`src/rtl/mul_pkg.sv`:
```
// Shared op encodings, FSM state constants and radix-4 Booth digit decode
// for the iterative Booth multiplier.
package mul_pkg;

  localparam logic [2:0] MUL_W   = 3'b001;
  localparam logic [2:0] MULH_W  = 3'b010;
  localparam logic [2:0] MULH_WU = 3'b100;

  typedef logic [1:0] mul_state_t;
  localparam mul_state_t IDLE = 2'd0;
  localparam mul_state_t CALC = 2'd1;
  localparam mul_state_t DONE = 2'd2;

  typedef struct packed {
    logic neg;
    logic one;
    logic two;
  } booth_sel_t;

  // Digit {y[2i+1], y[2i], y[2i-1]} -> partial-product weight in {0, +-1, +-2}
  function automatic booth_sel_t booth_decode(input logic [2:0] d);
    booth_sel_t s;
    s.neg = d[2] & ~(d[1] & d[0]);
    s.one = d[1] ^ d[0];
    s.two = (d == 3'b011) | (d == 3'b100);
    return s;
  endfunction

endpackage

```
`src/rtl/booth_pp_gen.sv`:
```
// Combinational radix-4 Booth partial product: selects 0, +-X or +-2X
// for one digit, at the full accumulator width.
module booth_pp_gen
  import mul_pkg::*;
#(
  parameter int PW = 64
) (
  input  logic [2:0]    digit,
  input  logic [PW-1:0] mcand,
  output logic [PW-1:0] pp
);

  booth_sel_t    sel;
  logic [PW-1:0] mag;

  always_comb begin
    sel = booth_decode(digit);
    mag = '0;
    if (sel.one)      mag = mcand;
    else if (sel.two) mag = {mcand[PW-2:0], 1'b0};
    pp = sel.neg ? (~mag + PW'(1)) : mag;
  end

endmodule

```
`src/rtl/booth_multiplier.sv`:
```
// Iterative radix-4 Booth multiplier: one digit per CALC cycle, result held
// in DONE until popped; flush cancels, synchronous active-low reset.
module booth_multiplier
  import mul_pkg::*;
#(
  parameter int WIDTH = 32
) (
  input  logic             clk,
  input  logic             resetn,
  input  logic             in_valid,
  output logic             in_ready,
  input  logic [WIDTH-1:0] mul_src1,
  input  logic [WIDTH-1:0] mul_src2,
  input  logic [2:0]       mul_op,
  input  logic             flush,
  output logic             out_valid,
  input  logic             out_ready,
  output logic [WIDTH-1:0] mul_res
);

  localparam int PW = 2 * WIDTH;
  localparam int EW = WIDTH + 2;
  localparam int N  = WIDTH / 2 + 1;
  localparam int CW = $clog2(N);

  mul_state_t       state;
  logic [CW-1:0]    cnt;
  logic [PW-1:0]    mcand;
  logic [EW-1:0]    mplier;
  logic             prev;
  logic [PW-1:0]    acc;
  logic [2:0]       op_q;
  logic [WIDTH-1:0] a_q, b_q;
  logic             uns_q;

  logic             uns_in;
  logic [EW-1:0]    xext, yext;
  logic [PW-1:0]    pp;

  always_comb begin
    uns_in = (mul_op == MULH_WU);
    xext   = uns_in ? {2'b00, mul_src1} : {{2{mul_src1[WIDTH-1]}}, mul_src1};
    yext   = uns_in ? {2'b00, mul_src2} : {{2{mul_src2[WIDTH-1]}}, mul_src2};
  end

  booth_pp_gen #(.PW(PW)) u_pp (
    .digit (({mplier[1:0], prev})),
    .mcand (mcand),
    .pp    (pp)
  );

  always_ff @(posedge clk) begin
    if (!resetn) begin
      state  <= IDLE;
      cnt    <= '0;
      mcand  <= '0;
      mplier <= '0;
      prev   <= 1'b0;
      acc    <= '0;
      op_q   <= '0;
      a_q    <= '0;
      b_q    <= '0;
      uns_q  <= 1'b0;
    end else if (flush) begin
      state <= IDLE;
      cnt   <= '0;
    end else begin
      case (state)
        IDLE: if (in_valid) begin
          state  <= CALC;
          cnt    <= '0;
          mcand  <= {{(PW-EW){xext[EW-1]}}, xext};
          mplier <= yext;
          prev   <= 1'b0;
          acc    <= '0;
          op_q   <= mul_op;
          a_q    <= mul_src1;
          b_q    <= mul_src2;
          uns_q  <= uns_in;
        end
        CALC: begin
          acc    <= acc + pp;
          mcand  <= mcand << 2;
          mplier <= mplier >> 2;
          prev   <= mplier[1];
          if (cnt == CW'(N - 1)) begin
            state <= DONE;
            cnt   <= '0;
          end else begin
            cnt <= cnt + CW'(1);
          end
        end
        DONE: if (out_ready) state <= IDLE;
        default: state <= IDLE;
      endcase
    end
  end

  assign in_ready  = (state == IDLE);
  assign out_valid = (state == DONE);

  // Only one product is formed; the other high half follows from the
  // identity U_hi = S_hi + (a<0 ? b : 0) + (b<0 ? a : 0) mod 2^WIDTH.
  logic [WIDTH-1:0] hi, corr, s_hi, u_hi;

  always_comb begin
    hi      = acc[PW-1:WIDTH];
    corr    = (a_q[WIDTH-1] ? b_q : '0) + (b_q[WIDTH-1] ? a_q : '0);
    s_hi    = uns_q ? hi - corr : hi;
    u_hi    = uns_q ? hi : hi + corr;
    mul_res = '0;
    if (out_valid)
      mul_res = ({WIDTH{op_q[0]}} & acc[WIDTH-1:0])
              | ({WIDTH{op_q[1]}} & s_hi)
              | ({WIDTH{op_q[2]}} & u_hi);
  end

endmodule

```
`config.mk`:
```
export PLATFORM = sky130hd
export DESIGN_NAME = booth_multiplier
export DESIGN_NICKNAME = d
export VERILOG_FILES = /design/src/rtl/mul_pkg.sv /design/src/rtl/booth_pp_gen.sv /design/src/rtl/booth_multiplier.sv
export SDC_FILE = /design/constraint.sdc
export NUM_CORES = 1
export LEC_CHECK = 0
export CAP_MARGIN = 25
export CORE_ASPECT_RATIO = 0.75
export CORE_MARGIN = 8
export CORE_UTILIZATION = 30
export CTS_CLUSTER_SIZE = 8
export DETAILED_ROUTE_END_ITERATION = 8
export MAX_ROUTING_LAYER = met4
export PLACE_DENSITY = 0.46
export SLEW_MARGIN = 20
export SYNTH_ARGS = -nofsm -noshare
export SYNTH_HDL_FRONTEND = slang
export SYNTH_SLANG_ARGS = --single-unit
```
`constraint.sdc`:
```
create_clock -name clk -period 20.6 [get_ports clk]
set_input_delay 4.12 -clock clk [delete_from_list [all_inputs] [get_ports clk]]
set_output_delay 4.12 -clock clk [all_outputs]
set_load 0.01 [all_outputs]
```
; Word level (Yosys, flattened, before mapping)
; Cells that the tools add are included.
; Widths: inputs -> output; s select.
[op_classes]
addsub = 6
n_eq_ne = 9
mux = 25
n_bitwise = 13
reduce_logical = 7
[op_table]
columns = operator, count
row1 = $mux 64, 5
row2 = $pmux 64 s2, 2
row3 = $mux 32, 5
row4 = $mux 34, 3
row5 = $and 32x32->32, 3
row6 = $pmux 34 s2, 1
row7 = $add 32x32->32, 2
row8 = $add 64x1->64 const B, 1
row9 = $add 64x64->64, 1
row10 = $not 64->64, 1
row11 = $or 32x32->32, 2
row12 = $sub 32x32->32, 1
row13 = $mux 5, 2
row14 = $pmux 5 s2, 1
row15 = $reduce_and 3->1, 3
row16 = $eq 3x3->1 const B, 2
row17 = $mux 2, 3
row18 = $pmux 2 s3, 1
row19 = $add 5x1->5 const B, 1
row20 = $eq 5x5->1 const B, 1
row21 = $ne 2x2->1 const B, 2
row22 = $eq 3x2->1 const B, 1
row23 = $not 1->1, 3
row24 = $and 1x1->1, 2
row25 = 11 further kinds, 11
[totals]
reg_bits = 238
output_inout_bits = 34
word_cells = 70

; Logic depth before layout (Yosys ltp)
[depth]
word_depth = 9
ltp_mapped = 32
depth_no_buf = 24

; Modules after synthesis
; Synthesis repeated with hierarchy kept, for this count alone.
[hier_totals]
hier_cells = 3082
hier_area_um2 = 22008.6
[modules_own_cells]
columns = module, instances, cells_each, area_each_um2
row1 = booth_multiplier, 1, 2542, 18443.9
row2 = booth_pp_gen, 1, 540, 3564.7

; Least setup slack after synthesis
; OpenSTA, ideal clock, no wires.
[synth_path]
path_type = reg-to-output
startpoint = register a_q[31]
endpoint = output mul_res[31]
arrival_time_ns = 5.960
setup_slack_ns = 10.520
path_stages_with_launch = 26
n_path_buf = 2
cell_sequence = dfxtp_1 -> clkbuf_1 -> and2_1 -> fa_1 -> a21o_1 -> a21oi_1 -> o21ai_1 -> a31o_1 -> a311o_1 -> a311o_1 -> a2111oi_0 -> o21bai_1 -> a21oi_1 -> xnor2_1 -> ha_1 -> clkbuf_1 -> a21o_1 -> a21oi_1 -> nor2_1 -> o21ai_0 -> a21oi_1 -> o21a_1 -> a311oi_1 -> or3b_2 -> o221a_2 -> a31oi_1
[synth_between]
elab_chain_cells = 8
word_cells_on_any_way = 12
cone_classes = add/sub (3) / mux (5) / bitwise (4)
[synth_rtl]
columns = item, line
row1 = start: declaration, booth_multiplier.sv:33  ; logic [WIDTH-1:0] a_q, b_q;
row2 = start signal: assignment, booth_multiplier.sv:77  ; a_q <= mul_src1;
row3 = $mux 32, booth_multiplier.sv:108  ; corr = (a_q[WIDTH-1] ? b_q : '0) + (b_q[WIDTH-1] ? a_q : '0);
row4 = $add 32x32->32 *, booth_multiplier.sv:108
row5 = $sub 32x32->32, booth_multiplier.sv:109  ; s_hi = uns_q ? hi - corr : hi;
row6 = $mux 32, booth_multiplier.sv:109
row7 = $and 32x32->32, booth_multiplier.sv:114  ; | ({WIDTH{op_q[1]}} & s_hi)
row8 = $or 32x32->32, booth_multiplier.sv:114
row9 = $or 32x32->32 *, booth_multiplier.sv:115  ; | ({WIDTH{op_q[2]}} & u_hi);
row10 = $mux 32 *, booth_multiplier.sv:112  ; if (out_valid)
row11 = end: declaration, booth_multiplier.sv:18  ; output logic [WIDTH-1:0] mul_res
; Mark *: on every way between the ends. The rest lies on a longest branch, timed or not.

; Worst setup path after layout
; Ends and elaborated chain as after synthesis.

==> results.md <==
- Status: completed
- Ports: around 110
- DP HPWL: 69900 um
- Wire per inst: ~23 um
- Die H: between 200 and 250 um
- First drt pass iteration count: 8
- Final Setup Violations: 0
- Vias per std cell: 5.68
- Post-Syn Instances: 3013
- CTS tree: built
- CTS Buffer Depth: 3
- Grt total ovfl: 0
- Non-filler instance count after layout: 3940
- Most frequent cells in the layout: nand2_1 (479), a21oi_1 (245), dfxtp_1 (236)
- Relative slew slack: 0.235
- RSZ-0062 raised after global routing: false
- Post-synth EDFFs: 0
- Type of origin of the critical path: flop
- Syn_area_per_cell: 7.21 um2
- Placed inst area: between 20000 and 25000 um2
- Post-CTS sizing: 0
- Fin crit share: 0.597
- Design Area, Final: 24500 um2
- Cell row count: 85
- Pwr Density: 60.0 nW/um2
- Initial Utilization: 0.303
- Die Wd: 327 um
- Crit Path Class: reg -> out
- TritonCTS Buffers: 37
- Area contributors post-synth: dfxtp_1 (22%), ha_1 (9.6%), nand2_1 (8.3%)
- DIE AREA: 81400 um2
- Antenna Violating Nets Remaining: 0
- Initial DRC count: 2254
- Max VDD drop: between 0.00004 and 0.00005 V
- Mapped Nets: between 3k and 4k
- WP data arrival: between 8 and 9 ns
- Number of global-route vias before repair: approximately 21k
- DRC Markers: 0
- Worst-path clk slew: 0.05 ns
- Nets@finish: 3213
- P_int: 0.000957 W
- Final core utilization: 0.341
- Post-Route WL: roughly 90000 um
- Placer congestion estimate: 0.919
- Yosys warns: 0
- Final Critical Period: about 12 ns
- Post-CTS Hold Fix Bufs: 0
- Combinational Power Share: 0.252
- Min-delay worst type: reg -> reg
- Critical Path Fanout Max: 32
- Proportion of power drawn by the clock network: 0.400
- Switch Pwr: 0.000512 W
- Met2 usage: 0.286
- Synth cell types: 83
- Root Driver: clkbuf_16
- F_max: 0.0813 GHz
- Setup TNS Final: 0 ns
- Data required time of the critical path: 16.48 ns
- H-tree depth: 2
- Fin. Hold Viols: 0
- Commonest non-fill, non-tap cell in the layout: nand2_1
- Layer with the highest usage: met1
- Pin count of the biggest net entering global routing: 99
- Sink Count: around 240
- Flop pwr share: 0.348
- Vias post-DR: 22.4k
- First-pass GRT wire length: 135000 um
- CP endpoint kind: primary output
- Post CTS Setup Buffer Count: 0
- Layout cells sized above 1: 0.0386
- Final Skew: 0.0307 ns
- Ys async rst share: 0
- Worst skew pair latency: approximately 0.57 ns
- Placed insts: 3888
- Max Cap Viol: 0
- Gr usage total: 0.217
- Switching Fraction: 0.348
- Main synth FF type: dfxtp_1
- P_leak: 10.3 nW
- Tightest Pin Transition: 1.13 ns
- Initial antenna violation count: 4
- Sequential share of the synthesized area: 0.218
- Layout Area Growth over Synthesis: 12.6%
- M3 GR Usage: 0.0282
- Cell area after synthesis: 21700 um2
- I/O Buffers: 105
- Top-area cell type share of the netlist area: 0.218
- CORE AREA: 71800 um2
- GR Util met1: 0.341
- Dominant cell type by area after synthesis: dfxtp_1
- Final Max Slew Viols: 0
- Yosys reg bits: 237
sequential cells by signal (all words and copies together), names as in the netlist:
signal / cells
cnt: 5
uns_q: 1
mplier: 33
acc: 64
b_q: 32
op_q: 3
prev: 1
mcand: 64
state: 2
a_q: 32
critical path: stages, from the launching register on:
cell	delay, ns
dfxtp_1	0.59
and2_1	0.29
ha_1	0.24
fa_1	0.42
a21o_1	0.18
a21oi_1	0.29
o21ai_1	0.13
a31o_1	0.30
a311o_1	0.44
a311o_1	0.45
a2111oi_0	0.40
o21bai_1	0.12
a21oi_1	0.30
xnor2_1	0.21
ha_1	0.38
a21o_1	0.24
a21oi_1	0.14
nor2_1	0.05
o21ai_0	0.16
a21oi_1	0.08
o21a_1	0.16
a311oi_1	0.38
or3b_2	0.48
o221a_2	0.27
a31oi_1	0.29
clkdlybuf4s50_1	0.61
through the flow:
step	worst slack [ns]	power [W]	hold slack (ns)
detailed placement	8.78	0.000882	0.455
CTS	8.14	0.00148	0.461
global route	7.70	0.00154	0.477
global placement	8.77	0.000881	0.449
finish	8.30	0.00147	0.459
floorplan	10.52	0.000761	0.439
logic make-up (layout without fill, tap and decap cells):
logic type | count (synthesis) | count (layout) | share of synthesized area
other | 0 | 1 | 0
buffers and inverters | 313 | 282 | 0.0551
adder cells (fa/ha/maj) | 170 | 170 | 0.0992
AND/OR/NAND/NOR | 1071 | 1071 | 0.228
multiplexers | 13 | 13 | 0.00639
XOR/XNOR | 193 | 193 | 0.0778
AO/OA/AOI/OAI | 1016 | 1016 | 0.315
flip-flops | 237 | 237 | 0.218
layer usage:
metal,part of all wire,up-vias
met5,0,-
met4,0.020,0
met3,0.072,104
met2,0.38,795
met1,0.53,10821
li1,-,10652
layout make-up:
cell class	count	area (um2)
antenna	1	2.50
clock buffer	44	972
clock inverter	6	81.3
fill	7714	47300
inverter	99	372
multi-input combinational	2463	15800
sequential	237	4750
tap	957	1200
timing repair buffer	133	1260
power groups by stage:
stage               Clock [W]  Combinational (W)  Sequential (W)
global route         0.000618           0.000403        0.000515
detailed placement          0           0.000362        0.000520
finish               0.000588           0.000370        0.000511
CTS                  0.000604           0.000364        0.000511
global placement            0           0.000361        0.000520
floorplan                   0           0.000255        0.000505
synth_stat cells (all sizes together), types with 62 or more instances:
cell	number
nand2	479
a21oi	245
dfxtp	237
o21ai	198
nor2	193
clkbuf	183
ha	166
xnor2	126
inv	99
nand3	90
a21boi	86
and2	82
a21o	79
nor2b	68
xor2	67
a22oi	66
o211a	62
worst paths after layout:
path	from	to	slack, ns	cells past startpoint
worst min register to register	a_q[13]	a_q[13]	0.46	2
worst min-delay path	a_q[13]	a_q[13]	0.46	2
worst max-delay path	a_q[31]	mul_res[31]	8.30	25
worst max register to register	mplier[0]	acc[62]	12.77	22
No activity file was read; power rests on OpenSTA's default activity.
